[config.mk]
export PLATFORM = sky130hd
export DESIGN_NAME = fpu_pipe_unit
export DESIGN_NICKNAME = d
export VERILOG_FILES = /design/src/rtl/fpu_pkg.sv /design/src/rtl/fpu_32bit.sv /design/src/rtl/fpu_pipe_stage.sv /design/src/rtl/fpu_pipe_unit.sv
export SDC_FILE = /design/constraint.sdc
export NUM_CORES = 1
export LEC_CHECK = 0
export CORE_MARGIN = 2
export CORE_UTILIZATION = 45
export CTS_CLUSTER_DIAMETER = 120
export DETAILED_ROUTE_END_ITERATION = 10
export HOLD_SLACK_MARGIN = 0.05
export PLACE_DENSITY = 0.69
export SLEW_MARGIN = 10
export SYNTH_ARGS = -nofsm -noshare
export SYNTH_HDL_FRONTEND = slang
export SYNTH_SLANG_ARGS = --single-unit
[constraint.sdc]
create_clock -name i_clk -period 17.4 [get_ports i_clk]
set_clock_uncertainty 0.05 [all_clocks]
set_input_delay 1.74 -clock i_clk [delete_from_list [all_inputs] [get_ports i_clk]]
set_output_delay 1.74 -clock i_clk [all_outputs]
set_load 0.02 [all_outputs]
[src/rtl/fpu_pkg.sv]
// rtl/fpu_pkg.sv - shared op codes, flag indices and field widths for the fpu pipe
package fpu_pkg;

  typedef enum logic [0:0] {
    FPU_ADD = 1'b0,
    FPU_SUB = 1'b1
  } fpu_op_e;

  localparam int FLAG_SIGN = 0;
  localparam int FLAG_ZERO = 1;
  localparam int FLAG_INF  = 2;
  localparam int FLAG_NAN  = 3;

  localparam int EXP_W  = 8;
  localparam int MANT_W = 23;

  function automatic logic [3:0] fpu_flags(input logic [31:0] v);
    logic [EXP_W-1:0]  e;
    logic [MANT_W-1:0] m;
    e = v[MANT_W +: EXP_W];
    m = v[MANT_W-1:0];
    fpu_flags            = '0;
    fpu_flags[FLAG_NAN]  = (e == '1) && (m != '0);
    fpu_flags[FLAG_INF]  = (e == '1) && (m == '0);
    fpu_flags[FLAG_ZERO] = (e == '0) && (m == '0);
    fpu_flags[FLAG_SIGN] = v[31];
  endfunction

endpackage

[src/rtl/fpu_32bit.sv]
// rtl/fpu_32bit.sv - combinational single-precision add/sub core
// Rounds toward zero; denormal inputs and results are flushed to zero.
module fpu_32bit
  import fpu_pkg::*;
#(
  parameter int NUM_OP = 1
) (
  input  logic [NUM_OP-1:0] i_op,
  input  logic [31:0]       i_a,
  input  logic [31:0]       i_b,
  output logic [31:0]       o_result
);

  logic [31:0]       b_eff, opx, opy;
  logic [7:0]        dexp;
  logic [23:0]       mx, my, my_al, norm;
  logic [24:0]       sum;
  logic [4:0]        lz;
  logic signed [9:0] er;
  logic              a_nan, b_nan, a_inf, b_inf;

  always_comb begin
    b_eff = {i_b[31] ^ (i_op == NUM_OP'(FPU_SUB)), i_b[30:0]};
    a_nan = (i_a[30:23] == 8'hFF) && (i_a[22:0] != 23'd0);
    b_nan = (i_b[30:23] == 8'hFF) && (i_b[22:0] != 23'd0);
    a_inf = (i_a[30:23] == 8'hFF) && (i_a[22:0] == 23'd0);
    b_inf = (i_b[30:23] == 8'hFF) && (i_b[22:0] == 23'd0);
    // opx always carries the larger magnitude, so the result takes its sign
    if (i_b[30:0] > i_a[30:0]) begin
      opx = b_eff;
      opy = i_a;
    end else begin
      opx = i_a;
      opy = b_eff;
    end
    mx    = (opx[30:23] == 8'd0) ? 24'd0 : {1'b1, opx[22:0]};
    my    = (opy[30:23] == 8'd0) ? 24'd0 : {1'b1, opy[22:0]};
    dexp  = opx[30:23] - opy[30:23];
    my_al = (dexp > 8'd23) ? 24'd0 : (my >> dexp);
    sum   = (opx[31] == opy[31]) ? ({1'b0, mx} + {1'b0, my_al})
                                 : ({1'b0, mx} - {1'b0, my_al});
    lz = 5'd0;
    for (int i = 0; i < 24; i++) begin
      if (sum[i]) lz = 5'(23 - i);
    end
    if (sum[24]) begin
      norm = sum[24:1];
      er   = $signed({2'b00, opx[30:23]}) + 10'sd1;
    end else begin
      norm = sum[23:0] << lz;
      er   = $signed({2'b00, opx[30:23]}) - $signed({5'b00000, lz});
    end
    o_result = {opx[31], er[7:0], norm[22:0]};
    if (a_nan || b_nan || (a_inf && b_inf && (i_a[31] != b_eff[31]))) o_result = 32'h7FC0_0000;
    else if (a_inf)          o_result = i_a;
    else if (b_inf)          o_result = b_eff;
    else if (!norm[23])      o_result = 32'd0;
    else if (er >= 10'sd255) o_result = {opx[31], 8'hFF, 23'd0};
    else if (er <= 10'sd0)   o_result = {opx[31], 31'd0};
  end

endmodule

[src/rtl/fpu_pipe_stage.sv]
// rtl/fpu_pipe_stage.sv - one elastic valid/ready register slice with flush
module fpu_pipe_stage #(
  parameter int W = 8
) (
  input  logic         i_clk,
  input  logic         i_rst_n,
  input  logic         i_flush,
  input  logic         i_valid,
  output logic         o_ready,
  input  logic [W-1:0] i_data,
  output logic         o_valid,
  input  logic         i_ready,
  output logic [W-1:0] o_data
);

  logic         valid_q, valid_d;
  logic [W-1:0] data_q, data_d;

  always_comb begin
    o_ready = !valid_q || i_ready;
    valid_d = valid_q;
    data_d  = data_q;
    if (i_flush) begin
      valid_d = 1'b0;
    end else if (o_ready) begin
      valid_d = i_valid;
      if (i_valid) data_d = i_data;
    end
  end

  always_ff @(posedge i_clk or negedge i_rst_n) begin
    if (!i_rst_n) begin
      valid_q <= 1'b0;
      data_q  <= '0;
    end else begin
      valid_q <= valid_d;
      data_q  <= data_d;
    end
  end

  assign o_valid = valid_q;
  assign o_data  = data_q;

endmodule

[src/rtl/fpu_pipe_unit.sv]
// rtl/fpu_pipe_unit.sv - elastic FP add/sub pipeline: operand stage, core, result stages
module fpu_pipe_unit
  import fpu_pkg::*;
#(
  parameter int NUM_OP      = 1,
  parameter int PIPE_STAGES = 2,
  parameter int TAG_W       = 4
) (
  input  logic                             i_clk,
  input  logic                             i_rst_n,
  input  logic                             i_valid,
  input  logic [NUM_OP-1:0]                i_alu_op,
  input  logic [31:0]                      i_data_a,
  input  logic [31:0]                      i_data_b,
  input  logic [TAG_W-1:0]                 i_tag,
  input  logic                             i_flush,
  output logic                             o_ready,
  output logic                             o_valid,
  input  logic                             i_ready,
  output logic [31:0]                      o_result,
  output logic [TAG_W-1:0]                 o_tag,
  output logic [3:0]                       o_flags,
  output logic [$clog2(PIPE_STAGES+1)-1:0] o_inflight
);

  localparam int W0 = NUM_OP + 64 + TAG_W;
  localparam int W1 = 36 + TAG_W;
  localparam int IW = $clog2(PIPE_STAGES + 1);

  logic [PIPE_STAGES-1:0] vld, up_rdy, dn_rdy;
  logic [W0-1:0]          s0_data;
  logic [NUM_OP-1:0]      s0_op;
  logic [31:0]            s0_a, s0_b, core_result;
  logic [TAG_W-1:0]       s0_tag;
  logic [W1-1:0]          stage1_in;
  logic [W1-1:0]          pay    [1:PIPE_STAGES-1];
  logic [W1-1:0]          pay_in [1:PIPE_STAGES-1];
  logic [IW-1:0]          inflight;

  assign dn_rdy[PIPE_STAGES-1] = i_ready;
  for (genvar k = 0; k < PIPE_STAGES - 1; k++) begin : g_rdy
    assign dn_rdy[k] = up_rdy[k+1];
  end

  fpu_pipe_stage #(.W(W0)) u_stage0 (
    .i_clk   (i_clk),
    .i_rst_n (i_rst_n),
    .i_flush (i_flush),
    .i_valid (i_valid),
    .o_ready (up_rdy[0]),
    .i_data  ({i_alu_op, i_data_a, i_data_b, i_tag}),
    .o_valid (vld[0]),
    .i_ready (dn_rdy[0]),
    .o_data  (s0_data)
  );

  assign {s0_op, s0_a, s0_b, s0_tag} = s0_data;

  fpu_32bit #(.NUM_OP(NUM_OP)) u_core (
    .i_op     (s0_op),
    .i_a      (s0_a),
    .i_b      (s0_b),
    .o_result (core_result)
  );

  assign stage1_in = {core_result, fpu_flags(core_result), s0_tag};

  for (genvar k = 1; k < PIPE_STAGES; k++) begin : g_stage
    if (k == 1) begin : g_first
      assign pay_in[k] = stage1_in;
    end else begin : g_next
      assign pay_in[k] = pay[k-1];
    end
    fpu_pipe_stage #(.W(W1)) u_stage (
      .i_clk   (i_clk),
      .i_rst_n (i_rst_n),
      .i_flush (i_flush),
      .i_valid (vld[k-1]),
      .o_ready (up_rdy[k]),
      .i_data  (pay_in[k]),
      .o_valid (vld[k]),
      .i_ready (dn_rdy[k]),
      .o_data  (pay[k])
    );
  end

  always_comb begin
    inflight = '0;
    for (int k = 0; k < PIPE_STAGES; k++) inflight = inflight + IW'(vld[k]);
  end

  // flush wins over accept, so the requester sees a refusal that cycle
  assign o_ready    = up_rdy[0] && !i_flush;
  assign o_valid    = vld[PIPE_STAGES-1];
  assign {o_result, o_flags, o_tag} = pay[PIPE_STAGES-1];
  assign o_inflight = inflight;

endmodule

==> results of run 1 <==
[cell usage in the layout, fill, tap and decap left out, types with 41 or more instances in the layout]
cell	n
sky130_fd_sc_hd__a21oi_1	138
sky130_fd_sc_hd__clkdlybuf4s50_1	116
sky130_fd_sc_hd__dfrtp_1	110
sky130_fd_sc_hd__ha_1	66
sky130_fd_sc_hd__inv_1	60
sky130_fd_sc_hd__mux2_2	85
sky130_fd_sc_hd__mux2i_1	60
sky130_fd_sc_hd__nand2_1	206
sky130_fd_sc_hd__nand3_1	41
sky130_fd_sc_hd__nor2_1	142
sky130_fd_sc_hd__nor3_1	47
sky130_fd_sc_hd__o21ai_0	102
[area by class of cell]
cell class / count / area share [%]
clock buffer: 10 / 1.59
clock inverter: 6 / 0.524
inverter: 62 / 1.55
multi-input combinational: 1432 / 66.1
sequential: 110 / 18.3
tap: 390 / 3.24
timing repair buffer: 136 / 8.71
[per-layer routing]
layer	up-vias	global-route usage, %
li1	6490	-
met1	6717	41.1
met2	753	45.0
met3	105	5.71
met4	0	9.85
met5	-	0
[state kept, by name, summed over array words and instances, names as in the netlist]
register	count
u_stage0.o_data	69
g_stage.u_stage.o_data	39
g_stage.u_stage.o_valid	1
u_stage0.o_valid	1
[per-stage QoR]
| stage | util [%] | hold WS [ns] | setup WS (ns) |
|---|---|---|---|
| finish | 51.1 | 0.429 | 2.52 |
| global route | 51.1 | 0.457 | 1.52 |
| CTS | 51.1 | 0.431 | 2.92 |
| detailed placement | 50.0 | 0.414 | 2.98 |
| global placement | 50.0 | 0.417 | 3.16 |
| floorplan | - | 0.425 | 4.13 |
[path summary, 6_finish.rpt]
| check | startpoint | end | slack (ns) | cells after the start |
|---|---|---|---|---|
| max | u_stage0.o_data[64]$_DFFE_PN0P_ | g_stage[1].u_stage.o_data[6]$_DFFE_PN0P_ | 2.52 | 52 |
| min | g_stage[1].u_stage.o_data[10]$_DFFE_PN0P_ | g_stage[1].u_stage.o_data[10]$_DFFE_PN0P_ | 0.43 | 2 |
| max reg2reg | u_stage0.o_data[64]$_DFFE_PN0P_ | g_stage[1].u_stage.o_data[6]$_DFFE_PN0P_ | 2.52 | 52 |
| min reg2reg | g_stage[1].u_stage.o_data[10]$_DFFE_PN0P_ | g_stage[1].u_stage.o_data[10]$_DFFE_PN0P_ | 0.43 | 2 |
| max in group asynchronous | i_rst_n | g_stage[1].u_stage.o_data[11]$_DFFE_PN0P_ | 14.70 | 2 |
| min in group asynchronous | i_rst_n | u_stage0.o_data[56]$_DFFE_PN0P_ | 1.27 | 1 |
[critical path, delay by kind of cell (launching register included)]
kind,cells,cell delay (ns)
buffers and inverters,5,1.65
XOR/XNOR,2,0.39
AO/OA/AOI/OAI,16,4.48
flip-flops,1,0.48
adder cells (fa/ha/maj),5,1.88
multiplexers,1,0.19
AND/OR/NAND/NOR,23,5.55
[cell families after synthesis]
group / Yosys count / share of synthesized area [%]
AOI/OAI and AO/OA: 537 / 27.2
adders and majority gates: 69 / 6.55
xor gates and xnor gates: 56 / 3.78
DFF: 110 / 20.6
muxes: 165 / 14.9
buffers and inverters: 160 / 5.17
and+or+nand+nor: 605 / 21.9
==> summary.txt, run 1 <==
Logic synthesis
  – Number of instances in the synthesized netlist: 1702
  – Count of flip-flops with a built-in enable after synthesis: 0
  – Ys flop type: sky130_fd_sc_hd__dfrtp_1
  – Seq cells post-synth: 110
  – Count of unique library cells instantiated by Yosys: about 110
  – Most instantiated cells after synthesis: 207 x sky130_fd_sc_hd__nand2_1, 142 x sky130_fd_sc_hd__nor2_1, 138 x sky130_fd_sc_hd__a21oi_1, 110 x sky130_fd_sc_hd__dfrtp_1, 102 x sky130_fd_sc_hd__o21ai_0
  – Top cells by area, synth: sky130_fd_sc_hd__dfrtp_1 21%, sky130_fd_sc_hd__mux2_2 7.2%, sky130_fd_sc_hd__ha_1 6.2%
  – Share of synthesized registers carrying an async set or reset: 100%
  – Mapped Area: 0.0134 mm^2
  – Portion of the post-synthesis area used by sequential elements: 20.6%
  – Most frequent cell after synthesis: sky130_fd_sc_hd__nand2_1
  – Synth warn: 0
  – Net count of the mapped netlist: 1844
  – Proportion of netlist area held by the largest area contributor: 20.6%
  – Post-Synthesis Mean Instance Area: 7.86 um^2
  – Top cell type by total area after synthesis: sky130_fd_sc_hd__dfrtp_1

Timing
  – Transition at the pin with the smallest max-transition slack: between 0.9 and 1 ns
  – Setup TNS: 0 ns
  – Setup Viol. Count Final: 0
  – Crit path time final: 14.88 ns
  – Fin. max-slew vios: 0
  – Tcrit/Tclk final: 85.5%
  – Maximum clock frequency: 67.2 MHz
  – Max-Slew Margin vs Limit: a little under two fifths
  – Final-report hold violation count: 0
  – Unrepaired setup endpoints after global routing: no

Setup path
  – Delay of the slowest cell on the worst path: 0.82 ns
  – Sort of element at the start of the critical path: flip-flop
  – Slowest CP cell: sky130_fd_sc_hd__and2_0
  – Most frequent CP cell: sky130_fd_sc_hd__nor2_1
  – WP data arrival: 15.09 ns
  – Crit path required time: roughly 18 ns
  – WS Path Type: flip-flop to flip-flop
  – Largest fanout of any net on the critical path: 56
  – Type of element capturing the critical path: flip-flop

Min path
  – Type of the tightest min-delay check: flip-flop to flip-flop

Detailed routing
  – Top metal layer carrying routed signals: met4
  – Met3 wirelength from detailed routing: 4010 um
  – Detailed-routing wirelength on met1: 20200 um
  – Remaining antenna violation count after routing: 0
  – Met2 layer wire length in the routed design: a little over 20000 um
  – Average detailed-routed wire length per instance: 21.4 um
  – Number of vias after detailed routing: between 10000 and 15000
  – Drt first-iter violations: 1896
  – DRC errors left: 0
  – Total length of routed wires: 46000 um
  – Initial DRT Pass Iterations: 5
  – Via density: roughly 6.6

Final layout
  – # fillers: 2885
  – Fin nets: 1893
  – Area growth syn-to-layout: 12.6%
  – Area used by sequential logic in the layout: about 0.0028 mm^2
  – Combined area of the multi-input logic cells: around 0.010 mm^2
  – Summed area of non-filler cells in the final layout: approximately 0.015 mm^2
  – Final instance count without filler cells: 2146
  – Number of antenna diodes: 0
  – Fraction of final layout cells sized beyond drive strength 1: approximately 11%

Outcome
  – Status: complete, no violations

Clocking
  – TritonCTS clock tree: yes
  – Number of buffers between clock root and the deepest sink: 2
  – CTS sink cnt: 110
  – Number of buffers created by CTS: 9
  – Count of cells resized by post-cts repair: 0
  – Insertion delay to the later sink of the worst-skew pair: 0.38 ns
  – # hold bufs at CTS: 0
  – Clock-pin transition on the worst setup and hold timing paths: roughly 0.070 ns
  – Post-CTS Setup Repair Bufs: 0
  – H-tree depth: 3
  – Clock root buffer: sky130_fd_sc_hd__clkbuf_16

Global routing
  – Pin count of the biggest net entering global routing: 76
  – Global routing usage summed across all routing layers: 29.3%
  – First-pass GRT wire length: 72800 um
  – Overflow left after global routing: 0
  – Antenna violations before repair: 0
  – Number of global-route vias before repair: roughly 13000

Floorplan
  – DIE HEIGHT: 176 um
  – Die Area: 0.0311 mm^2
  – Boundary Pins: 118
  – Core region area: ~0.029 mm^2
  – Initial core utilization: 45.4%
  – Die Width: 176 um
  – Number of rows in the core area: 63

Placed design
  – Post-DP HPWL: 35400 um
  – Count of placed standard cells including taps: between 2000 and 2500
  – # port buffers: about 120
  – Final RePlAce weighted congestion: 0.985
  – Post-placement cell area: 0.0147 mm^2

Flow run
  – Max-Cap Viols: 0
Power of run 1 is not shown: default switching activity piles up to over one toggle a cycle in this logic, so the estimate is an artifact.
==> run 2: changes to the inputs <==
CORE_UTILIZATION = 55   (was 45)
PLACE_DENSITY = 0.81   (was 0.69)
==> summary.txt, run 2 (synthesis results as in run 1) <==
Floorplan
  – Initial core utilization: 55.5% (was 45.4%)
  – Die Area: 0.0256 mm^2 (was 0.0311 mm^2)
  – Number of rows in the core area: 57 (was 63)
  – Die Width: 160 um (was 176 um)
  – Boundary Pins: 118 (unchanged)
  – Core region area: 0.0241 mm^2 (was 0.0295 mm^2)
  – DIE HEIGHT: 160 um (was 176 um)

Setup path
  – Depth of the worst register-to-register path: 53 (was 52)
  – Sort of element at the start of the critical path: flip-flop (unchanged)
  – Crit path required time: 17.62 ns (was 17.61 ns)
  – WS Path Type: flip-flop to flip-flop (unchanged)
  – Largest fanout of any net on the critical path: 56 (unchanged)
  – Slowest CP cell: sky130_fd_sc_hd__a211oi_1 (was sky130_fd_sc_hd__and2_0)
  – WP data arrival: 14.83 ns (was 15.09 ns)
  – Delay of the slowest cell on the worst path: 0.63 ns (was 0.82 ns)
  – Type of element capturing the critical path: flip-flop (unchanged)
  – Worst setup path startpoint: u_stage0.o_data[59]$_DFFE_PN0P_ (was u_stage0.o_data[64]$_DFFE_PN0P_)
  – Most frequent CP cell: sky130_fd_sc_hd__nor2_1 (unchanged)
  – Startpoint of the worst register-to-register path: u_stage0.o_data[59]$_DFFE_PN0P_ (was u_stage0.o_data[64]$_DFFE_PN0P_)

Final layout
  – Most frequent cells in the layout: 206 x sky130_fd_sc_hd__nand2_1, 142 x sky130_fd_sc_hd__nor2_1, 138 x sky130_fd_sc_hd__a21oi_1, 116 x sky130_fd_sc_hd__clkdlybuf4s50_1, 110 x sky130_fd_sc_hd__dfrtp_1 (unchanged)
  – Number of antenna diodes: 0 (unchanged)
  – Fin nets: 1894 (was 1893)
  – Most common cell after layout, fill and taps aside: sky130_fd_sc_hd__nand2_1 (unchanged)
  – Area growth syn-to-layout: 12.0% (was 12.6%)
  – Summed area of non-filler cells in the final layout: 0.0150 mm^2 (was 0.0151 mm^2)
  – Flip-flop count of the largest register, all copies and words added: 69 (unchanged)
  – # fillers: 2284 (was 2885)
  – Fraction of final layout cells sized beyond drive strength 1: 10.8% (was 10.7%)

Clocking
  – Count of cells resized by post-cts repair: 0 (unchanged)
  – Post-CTS Setup Repair Bufs: 0 (unchanged)
  – CTS sink cnt: 110 (unchanged)
  – Clock-pin transition on the worst setup and hold timing paths: 0.09 ns (was 0.07 ns)
  – Number of buffers between clock root and the deepest sink: 2 (unchanged)
  – Clock root buffer: sky130_fd_sc_hd__clkbuf_16 (unchanged)
  – H-tree depth: 3 (unchanged)
  – Insertion delay to the later sink of the worst-skew pair: 0.37 ns (was 0.38 ns)
  – Number of buffers created by CTS: 9 (unchanged)
  – # hold bufs at CTS: 0 (unchanged)
  – TritonCTS clock tree: yes (unchanged)

Timing
  – Fin. max-slew vios: 0 (unchanged)
  – Setup TNS: 0 ns (unchanged)
  – Final-report hold violation count: 0 (unchanged)
  – Setup Viol. Count Final: 0 (unchanged)
  – Tcrit/Tclk final: 84.0% (was 85.5%)
  – Maximum clock frequency: 68.5 MHz (was 67.2 MHz)
  – Max-Slew Margin vs Limit: 25.0% (was 37.3%)
  – Transition at the pin with the smallest max-transition slack: 1.12 ns (was 0.941 ns)
  – Unrepaired setup endpoints after global routing: no (unchanged)
  – Crit path time final: 14.61 ns (was 14.88 ns)

Global routing
  – Overflow left after global routing: 0 (unchanged)
  – Pin count of the biggest net entering global routing: 70 (was 76)
  – Global-route track usage on met2: 54.1% (was 45.0%)
  – Met1 usage: 48.1% (was 41.1%)
  – Global routing usage summed across all routing layers: 34.9% (was 29.3%)
  – Antenna violations before repair: 0 (unchanged)
  – Met3 capacity usage during global routing: 7.40% (was 5.71%)
  – First-pass GRT wire length: 72300 um (was 72800 um)
  – Number of global-route vias before repair: 13459 (was 13215)
  – Most used routing layer: met2 (unchanged)

Detailed routing
  – Remaining antenna violation count after routing: 0 (unchanged)
  – Initial DRT Pass Iterations: 5 (unchanged)
  – Total length of routed wires: 45400 um (was 46000 um)
  – DRC errors left: 0 (unchanged)
  – Average detailed-routed wire length per instance: 21.8 um (was 21.4 um)
  – Via density: 6.83 (was 6.55)
  – Drt first-iter violations: 1734 (was 1896)
  – Number of vias after detailed routing: 14203 (was 14065)

Min path
  – Type of the tightest min-delay check: flip-flop to flip-flop (unchanged)
  – Number of instances on the worst hold path: 2 (unchanged)
  – Min-Delay Startpoint: g_stage[1].u_stage.o_data[20]$_DFFE_PN0P_ (was g_stage[1].u_stage.o_data[10]$_DFFE_PN0P_)

Outcome
  – Status: complete, no violations (unchanged)

Flow run
  – Max-Cap Viols: 0 (unchanged)

Placed design
  – Final RePlAce weighted congestion: 1.02 (was 0.985)
  – Post-DP HPWL: 35100 um (was 35400 um)
  – Post-placement cell area: 0.0147 mm^2 (about the same)
  – # port buffers: 117 (unchanged)
run 2: final timing paths:
| check | slack (ns) | end |
|---|---|---|
| worst min-delay path | 0.43 | g_stage[1].u_stage.o_data[20]$_DFFE_PN0P_ |
| min in group asynchronous | 1.32 | u_stage0.o_data[54]$_DFFE_PN0P_ |
| max in group asynchronous | 14.73 | g_stage[1].u_stage.o_data[24]$_DFFE_PN0P_ |
| worst max register to register | 2.79 | g_stage[1].u_stage.o_data[6]$_DFFE_PN0P_ |
| worst min register to register | 0.43 | g_stage[1].u_stage.o_data[20]$_DFFE_PN0P_ |
| worst max-delay path | 2.79 | g_stage[1].u_stage.o_data[6]$_DFFE_PN0P_ |
run 2: final cells by class:
| cell class | instances | area, um^2 | share of cell area [%] |
|---|---|---|---|
| well taps | 324 | 405 | 2.71 |
| inverters | 62 | 233 | 1.55 |
| clock inverters | 7 | 88.8 | 0.593 |
| multi-input cells | 1432 | 9950 | 66.5 |
| clock buffers | 9 | 225 | 1.50 |
| repair buffers | 137 | 1320 | 8.81 |
| flip-flops and latches | 110 | 2750 | 18.4 |
run 2: metal layers:
metal	routed length, um	vias to the layer above	part of all wire [%]
met5	0	-	0
met4	1650	0	3.6
met3	4640	149	10
met2	20000	827	44
met1	19100	6735	42
li1	-	6492	-
run 2: per-stage QoR:
stage | hold slack, ns | utilization, % | setup WS [ns] | cells
finish | 0.434 | 62.1 | 2.79 | 2081
global route | 0.457 | 62.1 | 1.71 | 2081
CTS | 0.440 | 62.1 | 3.17 | 2081
detailed placement | 0.419 | 60.8 | 3.30 | 2065
global placement | 0.413 | 60.8 | 3.74 | 2065
floorplan | 0.425 | - | 4.13 | 1702
run 2: critical path: cells and delay by family, from the launching register on:
kind,cells,cell delay (ns)
flops,1,0.43
buf+inv,6,2.24
mux,1,0.19
simple gates,25,5.58
xor+xnor,2,0.38
compound gates,14,3.98
fa+ha+maj,5,1.56
Power of run 2 is left out for the same reason.
==> run 3: changes to the inputs <==
clock period = 14.18 ns   (was 17.4 ns; I/O delays follow)
==> summary.txt, run 3 (synthesis results as in run 1) <==
Timing
  – Setup Viol. Count Final: 0 (unchanged)
  – Transition at the pin with the smallest max-transition slack: 1.05 ns (was 1.12 ns)
  – Unrepaired setup endpoints after global routing: no (unchanged)
  – Setup TNS: 0 ns (unchanged)
  – Fin. max-slew vios: 0 (unchanged)
  – Final-report hold violation count: 0 (unchanged)
  – Maximum clock frequency: 74.6 MHz (was 68.5 MHz)
  – Max-Slew Margin vs Limit: 29.7% (was 25.0%)
  – Tcrit/Tclk final: 94.5% (was 84.0%)
  – Crit path time final: 13.40 ns (was 14.61 ns)

Final layout
  – Fraction of final layout cells sized beyond drive strength 1: 11.8% (was 10.8%)
  – Flip-flop count of the largest register, all copies and words added: 69 (unchanged)
  – Number of antenna diodes: 0 (unchanged)
  – Area growth syn-to-layout: 12.8% (was 12.0%)
  – Most frequent cells in the layout: 205 x sky130_fd_sc_hd__nand2_1, 142 x sky130_fd_sc_hd__nor2_1, 138 x sky130_fd_sc_hd__a21oi_1, 116 x sky130_fd_sc_hd__clkdlybuf4s50_1, 110 x sky130_fd_sc_hd__dfrtp_1 (was 206 x sky130_fd_sc_hd__nand2_1, 142 x sky130_fd_sc_hd__nor2_1, 138 x sky130_fd_sc_hd__a21oi_1, 116 x sky130_fd_sc_hd__clkdlybuf4s50_1, 110 x sky130_fd_sc_hd__dfrtp_1)
  – Most common cell after layout, fill and taps aside: sky130_fd_sc_hd__nand2_1 (unchanged)
  – # fillers: 2201 (was 2284)
  – Fin nets: 1906 (was 1894)

Clocking
  – # hold bufs at CTS: 0 (unchanged)
  – Insertion delay to the later sink of the worst-skew pair: 0.37 ns (about the same)
  – Clock-pin transition on the worst setup and hold timing paths: 0.09 ns (about the same)
  – CTS sink cnt: 110 (unchanged)
  – H-tree depth: 3 (unchanged)
  – TritonCTS clock tree: yes (unchanged)
  – Count of cells resized by post-cts repair: 0 (unchanged)
  – Number of buffers created by CTS: 9 (unchanged)
  – Post-CTS Setup Repair Bufs: 0 (unchanged)
  – Number of buffers between clock root and the deepest sink: 2 (unchanged)
  – Clock root buffer: sky130_fd_sc_hd__clkbuf_16 (unchanged)

Global routing
  – Number of global-route vias before repair: 13454 (was 13459)
  – Met1 usage: 50.2% (was 48.1%)
  – Overflow left after global routing: 0 (unchanged)
  – Antenna violations before repair: 2 (was 0)
  – First-pass GRT wire length: 74600 um (was 72300 um)
  – Global-route track usage on met2: 55.9% (was 54.1%)
  – Pin count of the biggest net entering global routing: 76 (was 70)
  – Met3 capacity usage during global routing: 6.88% (was 7.40%)
  – Global routing usage summed across all routing layers: 36.2% (was 34.9%)
  – Most used routing layer: met2 (unchanged)

Setup path
  – WP data arrival: 13.61 ns (was 14.83 ns)
  – Slowest CP cell: sky130_fd_sc_hd__or4_4 (was sky130_fd_sc_hd__a211oi_1)
  – Largest fanout of any net on the critical path: 21 (was 56)
  – Crit path required time: 14.39 ns (was 17.62 ns)
  – Type of element capturing the critical path: flip-flop (unchanged)
  – Delay of the slowest cell on the worst path: 0.64 ns (was 0.63 ns)
  – Most frequent CP cell: sky130_fd_sc_hd__nor2_1 (unchanged)
  – Sort of element at the start of the critical path: flip-flop (unchanged)
  – WS Path Type: flip-flop to flip-flop (unchanged)

Floorplan
  – Core region area: 0.0241 mm^2 (unchanged)
  – DIE HEIGHT: 160 um (unchanged)
  – Die Area: 0.0256 mm^2 (unchanged)
  – Boundary Pins: 118 (unchanged)
  – Number of rows in the core area: 57 (unchanged)
  – Die Width: 160 um (unchanged)
  – Initial core utilization: 55.5% (unchanged)

Flow run
  – Max-Cap Viols: 0 (unchanged)

Detailed routing
  – Via density: 6.84 (was 6.83)
  – Number of vias after detailed routing: 14325 (was 14203)
  – DRC errors left: 0 (unchanged)
  – Drt first-iter violations: 1881 (was 1734)
  – Initial DRT Pass Iterations: 6 (was 5)
  – Average detailed-routed wire length per instance: 22.3 um (was 21.8 um)
  – Remaining antenna violation count after routing: 0 (unchanged)
  – Total length of routed wires: 46600 um (was 45400 um)

Min path
  – Type of the tightest min-delay check: flip-flop to flip-flop (unchanged)

Placed design
  – # port buffers: 117 (unchanged)
  – Final RePlAce weighted congestion: 1.03 (was 1.02)
  – Post-DP HPWL: 36300 um (was 35100 um)

Outcome
  – Status: complete, no violations (unchanged)
[run 3: path summary, 6_finish.rpt]
| path | cells past startpoint | startpoint | endpoint | slack [ns] |
|---|---|---|---|---|
| hold / removal | 2 | g_stage[1].u_stage.o_data[15]$_DFFE_PN0P_ | g_stage[1].u_stage.o_data[15]$_DFFE_PN0P_ | 0.43 |
| max in group asynchronous | 2 | i_rst_n | g_stage[1].u_stage.o_data[19]$_DFFE_PN0P_ | 11.83 |
| setup reg to reg | 51 | u_stage0.o_data[63]$_DFFE_PN0P_ | g_stage[1].u_stage.o_data[6]$_DFFE_PN0P_ | 0.78 |
| min in group asynchronous | 1 | i_rst_n | u_stage0.o_data[55]$_DFFE_PN0P_ | 0.93 |
| setup / recovery | 51 | u_stage0.o_data[63]$_DFFE_PN0P_ | g_stage[1].u_stage.o_data[6]$_DFFE_PN0P_ | 0.78 |
| hold reg to reg | 2 | g_stage[1].u_stage.o_data[15]$_DFFE_PN0P_ | g_stage[1].u_stage.o_data[15]$_DFFE_PN0P_ | 0.43 |
[run 3: through the flow]
step	utilization (%)	setup WS, ns	instances	area (um^2)	hold slack, ns
2_1_floorplan	-	0.909	1702	13400	0.425
3_3_place_gp	61.2	0.699	2077	14800	0.413
3_5_place_dp	61.2	0.564	2077	14800	0.415
4_1_cts	62.5	0.469	2093	15100	0.435
5_1_grt	62.6	0.0662	2093	15100	0.454
6_report	62.6	0.779	2093	15100	0.432
[run 3: final cells by class]
cell class              count  area (um^2)  area share (%)
multi-input cells        1432         9980            66.1
inverters                  62          233            1.54
clock buffers               9          225            1.49
repair buffers            149         1410            9.33
flip-flops and latches    110         2750            18.2
well taps                 324          405            2.69
clock inverters             7         85.1           0.564
[run 3: critical path: cells and delay by family (launching register included)]
kind | cells | cell delay [ns]
xor+xnor | 2 | 0.38
compound gates | 14 | 3.85
flops | 1 | 0.42
buf+inv | 5 | 0.88
mux | 1 | 0.24
fa+ha+maj | 5 | 2.29
simple gates | 24 | 5.15
[run 3: layer usage]
metal,routed length [um],vias up
met2,20600,825
li1,-,6518
met3,4580,157
met1,19600,6821
met5,29,-
met4,1790,4
Power of run 3 is left out for the same reason.
